===== src/rtl/zion_ins_queue_pkg.sv =====
// Shared fetch/decode data types and instruction-queue defaults.
package zion_ins_queue_pkg;

    localparam int unsigned XLEN            = 32;
    localparam int unsigned INS_QUEUE_DEPTH = 8;

    typedef logic [XLEN-1:0] cpu_type_t;
    typedef logic [31:0]     cpu_ins_t;

    typedef struct packed {
        cpu_type_t pc;
        cpu_ins_t  ins;
        logic      fault;
    } ins_queue_entry_t;

endpackage


===== src/rtl/zion_ins_queue_wrap_counter.sv =====
// Pointer that increments modulo DEPTH, with synchronous clear.
module zion_ins_queue_wrap_counter #(
    parameter  int unsigned DEPTH = 8,
    localparam int unsigned W     = $clog2(DEPTH)
) (
    input  logic         clk,
    input  logic         rst,
    input  logic         i_clr,
    input  logic         i_inc,
    output logic [W-1:0] o_value
);

    logic [W-1:0] r_value;

    always_ff @(posedge clk) begin
        if (rst || i_clr) begin
            r_value <= '0;
        end else if (i_inc) begin
            r_value <= (r_value == W'(DEPTH - 1)) ? '0 : r_value + W'(1);
        end
    end

    assign o_value = r_value;

endmodule


===== src/rtl/zion_ins_queue.sv =====
// Fetch-to-decode instruction FIFO: valid/ready in, first-word-fall-through out,
// single-cycle flush on redirect.
module zion_ins_queue
    import zion_ins_queue_pkg::*;
#(
    parameter  int unsigned DEPTH = INS_QUEUE_DEPTH,
    localparam int unsigned CNT_W = $clog2(DEPTH) + 1,
    localparam int unsigned PTR_W = $clog2(DEPTH)
) (
    input  logic             clk,
    input  logic             rst,
    input  logic             flush,
    input  logic             enq_valid,
    output logic             enq_ready,
    input  cpu_type_t        enq_pc,
    input  cpu_ins_t         enq_ins,
    input  logic             enq_fault,
    output logic             deq_valid,
    input  logic             deq_ready,
    output cpu_type_t        deq_pc,
    output cpu_ins_t         deq_ins,
    output logic             deq_fault,
    output logic [CNT_W-1:0] count
);

    ins_queue_entry_t   r_mem [DEPTH];
    logic [CNT_W-1:0]   r_cnt;
    logic [PTR_W-1:0]   w_wr_ptr;
    logic [PTR_W-1:0]   w_rd_ptr;
    logic               w_full;
    logic               w_empty;
    logic               w_enq;
    logic               w_deq;
    ins_queue_entry_t   w_head;

    assign w_full  = (r_cnt == CNT_W'(DEPTH));
    assign w_empty = (r_cnt == '0);

    // Ready ignores deq_ready on purpose: no deq_ready -> enq_ready path.
    assign enq_ready = !rst && !w_full;
    assign deq_valid = !w_empty && !flush && !rst;

    assign w_enq = enq_valid && enq_ready && !flush;
    assign w_deq = deq_valid && deq_ready;

    zion_ins_queue_wrap_counter #(.DEPTH(DEPTH)) u_wr_ptr (
        .clk     (clk),
        .rst     (rst),
        .i_clr   (flush),
        .i_inc   (w_enq),
        .o_value (w_wr_ptr)
    );

    zion_ins_queue_wrap_counter #(.DEPTH(DEPTH)) u_rd_ptr (
        .clk     (clk),
        .rst     (rst),
        .i_clr   (flush),
        .i_inc   (w_deq),
        .o_value (w_rd_ptr)
    );

    always_ff @(posedge clk) begin
        if (rst || flush) begin
            r_cnt <= '0;
        end else if (w_enq && !w_deq) begin
            r_cnt <= r_cnt + CNT_W'(1);
        end else if (w_deq && !w_enq) begin
            r_cnt <= r_cnt - CNT_W'(1);
        end
    end

    // Storage carries no reset; validity is tracked by r_cnt alone.
    always_ff @(posedge clk) begin
        if (w_enq) begin
            r_mem[w_wr_ptr] <= '{pc: enq_pc, ins: enq_ins, fault: enq_fault};
        end
    end

    assign w_head    = r_mem[w_rd_ptr];
    assign deq_pc    = deq_valid ? w_head.pc    : '0;
    assign deq_ins   = deq_valid ? w_head.ins   : '0;
    assign deq_fault = deq_valid ? w_head.fault : 1'b0;
    assign count     = r_cnt;

    a_cnt_bound: assert property (@(posedge clk) disable iff (rst) r_cnt <= CNT_W'(DEPTH));
    a_no_enq_full: assert property (@(posedge clk) disable iff (rst) !(w_enq && w_full));
    a_no_deq_empty: assert property (@(posedge clk) disable iff (rst) !(w_deq && w_empty));

endmodule


===== config.mk =====
export PLATFORM = sky130hd
export DESIGN_NAME = zion_ins_queue
export DESIGN_NICKNAME = d
export VERILOG_FILES = /design/src/rtl/zion_ins_queue_pkg.sv /design/src/rtl/zion_ins_queue_wrap_counter.sv /design/src/rtl/zion_ins_queue.sv
export SDC_FILE = /design/constraint.sdc
export NUM_CORES = 1
export LEC_CHECK = 0
export CORE_MARGIN = 4
export CORE_UTILIZATION = 53
export DETAILED_ROUTE_END_ITERATION = 16
export HOLD_SLACK_MARGIN = 0.06
export PLACE_DENSITY = 0.84
export RECOVER_POWER = 50
export SYNTH_ARGS = -nofsm -noshare
export SYNTH_HDL_FRONTEND = slang
export SYNTH_HIERARCHICAL = 1
export SYNTH_SLANG_ARGS = --single-unit

===== constraint.sdc =====
create_clock -name clk -period 6.4 [get_ports clk]
set_input_delay 1.28 -clock clk [delete_from_list [all_inputs] [get_ports clk]]
set_output_delay 1.28 -clock clk [all_outputs]
set_load 0.1 [all_outputs]

==> flow_summary.json, run 1 <==
{
  "numCtsBuffers": 51,
  "portBuffers": 140,
  "rr_worst_depth": 5,
  "min_period_over_period": 0.7538,
  "p_leak_uw": 0.007313,
  "worstHoldStart": "u_wr_ptr/o_value[0]$_SDFFE_PP0P_",
  "ys_ff_latch": 530,
  "total_power_uw": 6804,
  "peakVddDrop_mv": 0.2124,
  "async_reset_ff_frac": 0,
  "cp_cell_sequence": "dlygate4sd3_1 > nor2_1 > nand2b_4 > nor2_1 > buf_4",
  "syn_nets": 976,
  "areaGrowthSynthToFinish_pct": 16.66,
  "grt.overflow.total": 0,
  "initial_core_util": 0.5394,
  "cts-root-buf": "clkbuf_16",
  "ys_seq_area_frac": 0.7767,
  "firstDrtPassIters": 4,
  "drt-total-wl_microns": 40110,
  "grt_max_degree": 75,
  "core_sq_um": 37760,
  "slew_headroom": -0.4803,
  "worstReg2RegEnd": "r_mem[6][1]$_DFFE_PP_",
  "crit_family": "simple AND/OR/NAND/NOR gates",
  "dpl.hpwl_microns": 21150,
  "fp.dieH_microns": 204.0,
  "vias": 9408,
  "path_clk_slew_ns": 0.06,
  "grt_pass1_wl_microns": 61140,
  "tns_ns": 0,
  "syn-mean-instance-area_sq_um": 22.68,
  "outcome": "finished with violations",
  "drt-vias-per-instance": 5.804,
  "rsz0062_at_grt": "false",
  "worstSetupPathType": "in2out",
  "synth_cells": 898,
  "nNetsFinal": 1144,
  "synthFlopType": "edfxtp_1",
  "worst_setup_path_end_kind": "output port",
  "first_global_vias": 10280,
  "htree_levels": 2,
  "drv_slew": 66,
  "layout-drive-gt1-share": 0.2582,
  "clk_latency_ns": 0.56,
  "cts_tree": "yes",
  "initialDrtViolationCount": 739,
  "cap_violations": 1,
  "crit_path_max_fanout": 66,
  "final-instance-count-excl-fill": 1621,
  "reg2reg_slack_ns": 2.93,
  "cts.sinks": 530,
  "p_per_area_nw_per_um2": 286.4,
  "fmax_ghz": 0.2073,
  "dieArea_sq_um": 41620,
  "cp.required_ns": 5.12,
  "arrival_ns": 3.54,
  "ctsResizeCount": 0,
  "violations": "capacitance limit, slew limit",
  "finalSetupViolCount": 0,
  "place_inst": 1524,
  "grt_usage": 0.1940,
  "gp_congestion": 0.7292,
  "wl_per_cell_microns": 24.74,
  "cts_hold_buf": 0,
  "min_period_ns": 4.825,
  "cp-startpoint": "flush",
  "drcViolationCount": 0,
  "synthesis.area_sq_um": 20360,
  "crit_path_top_delay_cell": "dlygate4sd3_1",
  "path_buf_inv": 2,
  "yosysWarnings": 6,
  "synthDistinctLibCells": 33,
  "ios": 141,
  "skew_ns": 0.01440,
  "grt_antenna_before_repair": 12,
  "synth_edf_count": 520,
  "num_rows": 71,
  "fillers": 2497,
  "cts_setup_buffers": 0,
  "holdCritPathClass": "reg2reg",
  "cp_common_cell": "nor2_1",
  "ant_nets": 0,
  "min_to": "u_wr_ptr/o_value[0]$_SDFFE_PP0P_",
  "hold_path_depth": 2,
  "cts_buffer_depth": 3,
  "timing.rr.start": "count[0]$_SDFFE_PP0P_",
  "critical_path.max_stage_delay_ns": 0.64,
  "worst_slew_pin_slew_ns": 2.220,
  "startpoint_type": "input port",
  "hold_viol_final": 0,
  "die_w_microns": 204.0
}
-- synth_stat cells (2+ instances only) --
| cell | n | area [sq um] |
|---|---|---|
| a211oi_1 | 3 | 22.52 |
| a211oi_2 | 2 | 25.02 |
| a21oi_1 | 2 | 10.01 |
| buf_2 | 17 | 85.08 |
| buf_6 | 11 | 123.9 |
| clkbuf_1 | 13 | 48.80 |
| dfxtp_1 | 10 | 200.2 |
| edfxtp_1 | 520 | 15610 |
| ha_1 | 7 | 87.58 |
| inv_1 | 3 | 11.26 |
| mux2i_1 | 68 | 680.7 |
| mux4_2 | 130 | 2928 |
| nand2_1 | 3 | 11.26 |
| nand2b_1 | 8 | 50.05 |
| nand3_1 | 2 | 10.01 |
| nand3b_1 | 2 | 15.01 |
| nor2_1 | 77 | 289.0 |
| nor3_1 | 4 | 20.02 |
| or3b_1 | 2 | 17.52 |
-- area by class of cell --
class	instances	area, sq um	share of cell area
Antenna cell	6	15.01	0.0006320
Clock buffer	79	1444	0.06078
Clock inverter	12	75.07	0.003160
Inverter	3	11.26	0.0004740
Multi-Input combinational cell	321	4307	0.1813
Sequential cell	530	15830	0.6662
Tap cell	511	639.4	0.02691
Timing Repair Buffer	159	1439	0.06057
-- logic make-up (layout without fill, tap and decap cells) --
family,Yosys count,after routing,synth area share
flip-flops,530,530,0.7767
multiplexers,198,198,0.1772
AND/OR/NAND/NOR,104,104,0.02231
buffers and inverters,47,253,0.01401
AO/OA/AOI/OAI,9,9,0.003687
adder cells (fa/ha/maj),8,8,0.005284
XOR/XNOR,2,2,0.0008604
other,0,6,0
-- layer usage --
metal,up-vias,GRT usage,routed length (microns)
li1,4083,-,-
met1,4943,0.2632,16380
met2,297,0.3290,20270
met3,73,0.04284,2623
met4,12,0.04475,759
met5,-,0,80
-- where the power goes --
part / total, uW / switching (uW) / internal (uW) / leakage, uW
combinational: 219 / 148 / 71.0 / 0.00181
clock: 2750 / 1170 / 1580 / 0.000734
sequential: 3830 / 5.99 / 3820 / 0.00477
-- per-stage QoR --
stage / hold WS, ns / setup WS [ns] / utilization / cell area, sq um
2_1_floorplan: 0.4885 / 1.332 / - / 20370
3_3_place_gp: 0.5306 / 1.709 / 0.5898 / 22270
3_5_place_dp: 0.5573 / 1.597 / 0.5898 / 22270
4_1_cts: 0.5675 / 1.598 / 0.6301 / 23790
5_1_grt: 0.5920 / 1.428 / 0.6289 / 23740
6_report: 0.5777 / 1.575 / 0.6292 / 23760
-- worst register-to-register path, stage by stage, from the launching register on --
cell,delay (ns)
dfxtp_1,0.37
or4b_1,0.56
and3_1,0.30
nand2b_1,0.29
nor2_4,0.04
clkbuf_2,1.16
-- worst max path at each step --
stage,to,depth (start not counted)
after global routing,deq_pc[24],5
final,deq_pc[24],5
after CTS,deq_pc[24],5
after global placement,deq_pc[24],5
after floorplan,r_mem[7][0]$_DFFE_PP_,4
after detailed placement,deq_pc[24],5
-- flip-flops by register name, summed over array words and instances, names as in the netlist --
name	flops
u_wr_ptr/o_value	3
r_mem	520
count	4
u_rd_ptr/o_value	3
-- placed cells by master, fill, tap and decap left out, types with 2 or more instances in the layout --
master	netlist	layout
clkbuf_1	13	24
clkinv_1	0	8
mux4_2	130	130
or3b_1	2	2
a211oi_1	3	4
buf_12	0	5
dfxtp_4	0	3
ha_1	7	7
clkinv_2	0	3
clkbuf_16	0	53
diode_2	0	6
nor3_1	4	3
a21oi_1	2	2
clkdlybuf4s50_1	0	8
nor2_1	77	73
dlygate4sd3_1	0	66
nand2_1	3	3
mux2i_1	68	68
clkbuf_8	0	2
inv_1	3	3
nand2b_1	8	7
buf_4	1	79
dfxtp_1	10	7
edfxtp_1	520	520
nor2_4	0	4
nand3b_1	2	2
nand3_1	2	2
Power figures use the tool's default switching activity.
==> inputs of run 2 (changes only) <==
--- a/config.mk
+++ b/config.mk
@@ -6,10 +6,10 @@
 export NUM_CORES = 1
 export LEC_CHECK = 0
 export CORE_MARGIN = 4
-export CORE_UTILIZATION = 53
+export CORE_UTILIZATION = 58
 export DETAILED_ROUTE_END_ITERATION = 16
 export HOLD_SLACK_MARGIN = 0.06
-export PLACE_DENSITY = 0.84
+export PLACE_DENSITY = 0.87
 export RECOVER_POWER = 50
 export SYNTH_ARGS = -nofsm -noshare
 export SYNTH_HDL_FRONTEND = slang
==> constraint.sdc (replaced) <==
create_clock -name clk -period 4.61 [get_ports clk]
set_input_delay 0.922 -clock clk [delete_from_list [all_inputs] [get_ports clk]]
set_output_delay 0.922 -clock clk [all_outputs]
set_load 0.1 [all_outputs]
==> run 2 against run 1 <==
Against the previous run:
- the flow still finishes with violations (capacitance limit, slew limit)
- non-clock buffer count increased by 9
- sequential share of layout area decreased by 1.9 points
- worst setup slack got worse by 0.99 ns
- final cell count decreased by 3.5%
- sequential power increased by 39%
- clock-buffer cell count decreased by 17
- flip-flop and latch count unchanged
- largest power group unchanged
- highest routed layer unchanged
==> flow_summary.json, run 2 (synthesis results as in run 1) <==
{
  "outcome": "finished with violations",
  "violations": "capacitance limit, slew limit",
  "worstSetupPathType": "in2reg",
  "multi_input_area_sq_um": 4328,
  "pwr-share-clk": 0.390,
  "endpoint": "r_mem[7][18]$_DFFE_PP_",
  "grt_antenna_before_repair": 8,
  "busiest_layer": "met2",
  "gp_congestion": 0.7327,
  "top_register": "r_mem",
  "crit_path_max_fanout": 27,
  "drcViolationCount": 0,
  "rr_worst_depth": 5,
  "areaGrowthSynthToFinish_pct": 20.17,
  "p_per_area_nw_per_um2": 378.9,
  "htree_levels": 2,
  "cts_setup_buffers": 0,
  "sw_frac_of_total": 0.1983,
  "p_switching_uw": 1838,
  "peakVddDrop_mv": 0.3655,
  "layout_common_cells": "edfxtp_1 (520), mux4_2 (130), nor2_1 (71), buf_12 (71), mux2i_1 (68)",
  "first_global_vias": 10020,
  "portBuffers": 140,
  "fp.dieH_microns": 195.4,
  "path_clk_slew_ns": 0.06,
  "slew_headroom": -0.3165,
  "worst_setup_path_end_kind": "flip-flop",
  "final-instance-count-excl-fill": 1565,
  "grtUsageMet2": 0.3622,
  "ant_nets": 0,
  "grt_max_degree": 57,
  "rsz0062_at_grt": "false",
  "place_inst": 1477,
  "drv_slew": 56,
  "p_int_uw": 7433,
  "firstDrtPassIters": 5,
  "dieArea_sq_um": 38170,
  "cts-root-buf": "clkbuf_16",
  "layout-drive-gt1-share": 0.2670,
  "vias": 9482,
  "grtUsageMet1": 0.2969,
  "cts_hold_buf": 0,
  "core_sq_um": 34630,
  "ios": 141,
  "worstReg2RegEnd": "r_mem[7][18]$_DFFE_PP_",
  "final_common_cell": "edfxtp_1",
  "min_period_ns": 4.023,
  "finalSetupViolCount": 0,
  "design_area_sq_um": 24470,
  "cp-startpoint": "rst",
  "hold_ws_ns": 0.5472,
  "seqPwrFrac": 0.573,
  "arrival_ns": 4.15,
  "grt.overflow.total": 0,
  "reg2reg_slack_ns": 1.28,
  "initial_core_util": 0.5881,
  "tns_ns": 0,
  "cts_buffer_depth": 3,
  "fmax_ghz": 0.2486,
  "drt-total-wl_microns": 41230,
  "clk_latency_ns": 0.55,
  "place_area_sq_um": 23080,
  "grt.met3_usage": 0.04762,
  "pwr-share-comb": 0.037,
  "fillers": 1948,
  "wl_per_cell_microns": 26.35,
  "timing.rr.start": "count[0]$_SDFFE_PP0P_",
  "p_leak_uw": 0.007484,
  "cts.sinks": 530,
  "drt-vias-per-instance": 6.059,
  "cap_violations": 2,
  "min_period_over_period": 0.8726,
  "grt_usage": 0.2161,
  "final_core_util": 0.7066,
  "largest_register_ff_count": 520,
  "initialDrtViolationCount": 912,
  "ctsResizeCount": 0,
  "nNetsFinal": 1151,
  "hold_viol_final": 0,
  "numCtsBuffers": 49,
  "seqCellArea_sq_um": 15830,
  "worst_slew_pin_slew_ns": 1.975,
  "skew_ns": 0.01458,
  "dpl.hpwl_microns": 22960,
  "holdCritPathClass": "reg2reg",
  "num_rows": 68,
  "die_w_microns": 195.4,
  "grt_pass1_wl_microns": 62510,
  "cts_tree": "yes",
  "cp.required_ns": 4.73,
  "startpoint_type": "input port"
}
-- run 2: cell count changes in the layout (fill, tap and decap cells not counted), sizes merged --
cell           previous run  this run
clkbuf                   80        66
buf                      84        91
diode                     6         5
clkdlybuf4s50             8         7
inv                       3         5
clkinv                   11        18
-- run 2: how the worst min path moves through the flow --
stage,slack [ns],from,to,cells after the start
finish,0.55,u_wr_ptr/o_value[0]$_SDFFE_PP0P_,u_wr_ptr/o_value[0]$_SDFFE_PP0P_,2
global route,0.60,u_wr_ptr/o_value[0]$_SDFFE_PP0P_,u_wr_ptr/o_value[0]$_SDFFE_PP0P_,2
CTS,0.55,u_wr_ptr/o_value[0]$_SDFFE_PP0P_,u_wr_ptr/o_value[0]$_SDFFE_PP0P_,2
detailed placement,0.54,u_wr_ptr/o_value[0]$_SDFFE_PP0P_,u_wr_ptr/o_value[0]$_SDFFE_PP0P_,2
global placement,0.55,u_wr_ptr/o_value[0]$_SDFFE_PP0P_,u_wr_ptr/o_value[0]$_SDFFE_PP0P_,2
floorplan,0.49,u_rd_ptr/o_value[0]$_SDFFE_PP0P_,u_rd_ptr/o_value[0]$_SDFFE_PP0P_,2
-- run 2: per-stage QoR --
stage / setup slack [ns] / total power, uW
final: 0.5873 / 9271
after global placement: 0.8047 / 5756
after CTS: 0.6582 / 9354
after global routing: 0.3935 / 9570
after floorplan: -0.3176 / 5583
after detailed placement: 0.6781 / 5772
-- run 2: routing by layer --
metal / vias to the layer above / part of all wire
li1: 4092 / -
met1: 4945 / 0.39
met2: 363 / 0.52
met3: 78 / 0.069
met4: 4 / 0.022
met5: - / 0.00034
-- run 2: worst max-delay path, cell delays in order --
cell,delay (ns)
dlygate4sd3_1,0.65
nor2_1,0.27
and3_1,0.37
nand2_1,0.31
nor2_4,0.19
clkbuf_1,1.42
-- run 2: cell type report --
cell class              count  share of cell area
diodes                      5           0.0005113
clock buffers              62             0.05210
clock inverters            21            0.005267
inverters                   3           0.0004602
multi-input cells         321              0.1769
flip-flops and latches    530              0.6468
well taps                 455             0.02327
repair buffers            168             0.09475
-- run 2: power groups by stage --
stage / Combinational (uW) / Clock (uW) / Sequential (uW)
after floorplan: 155 / 0 / 5430
after global placement: 339 / 0 / 5420
after detailed placement: 352 / 0 / 5420
after CTS: 355 / 3680 / 5320
after global routing: 361 / 3890 / 5310
final: 340 / 3610 / 5320
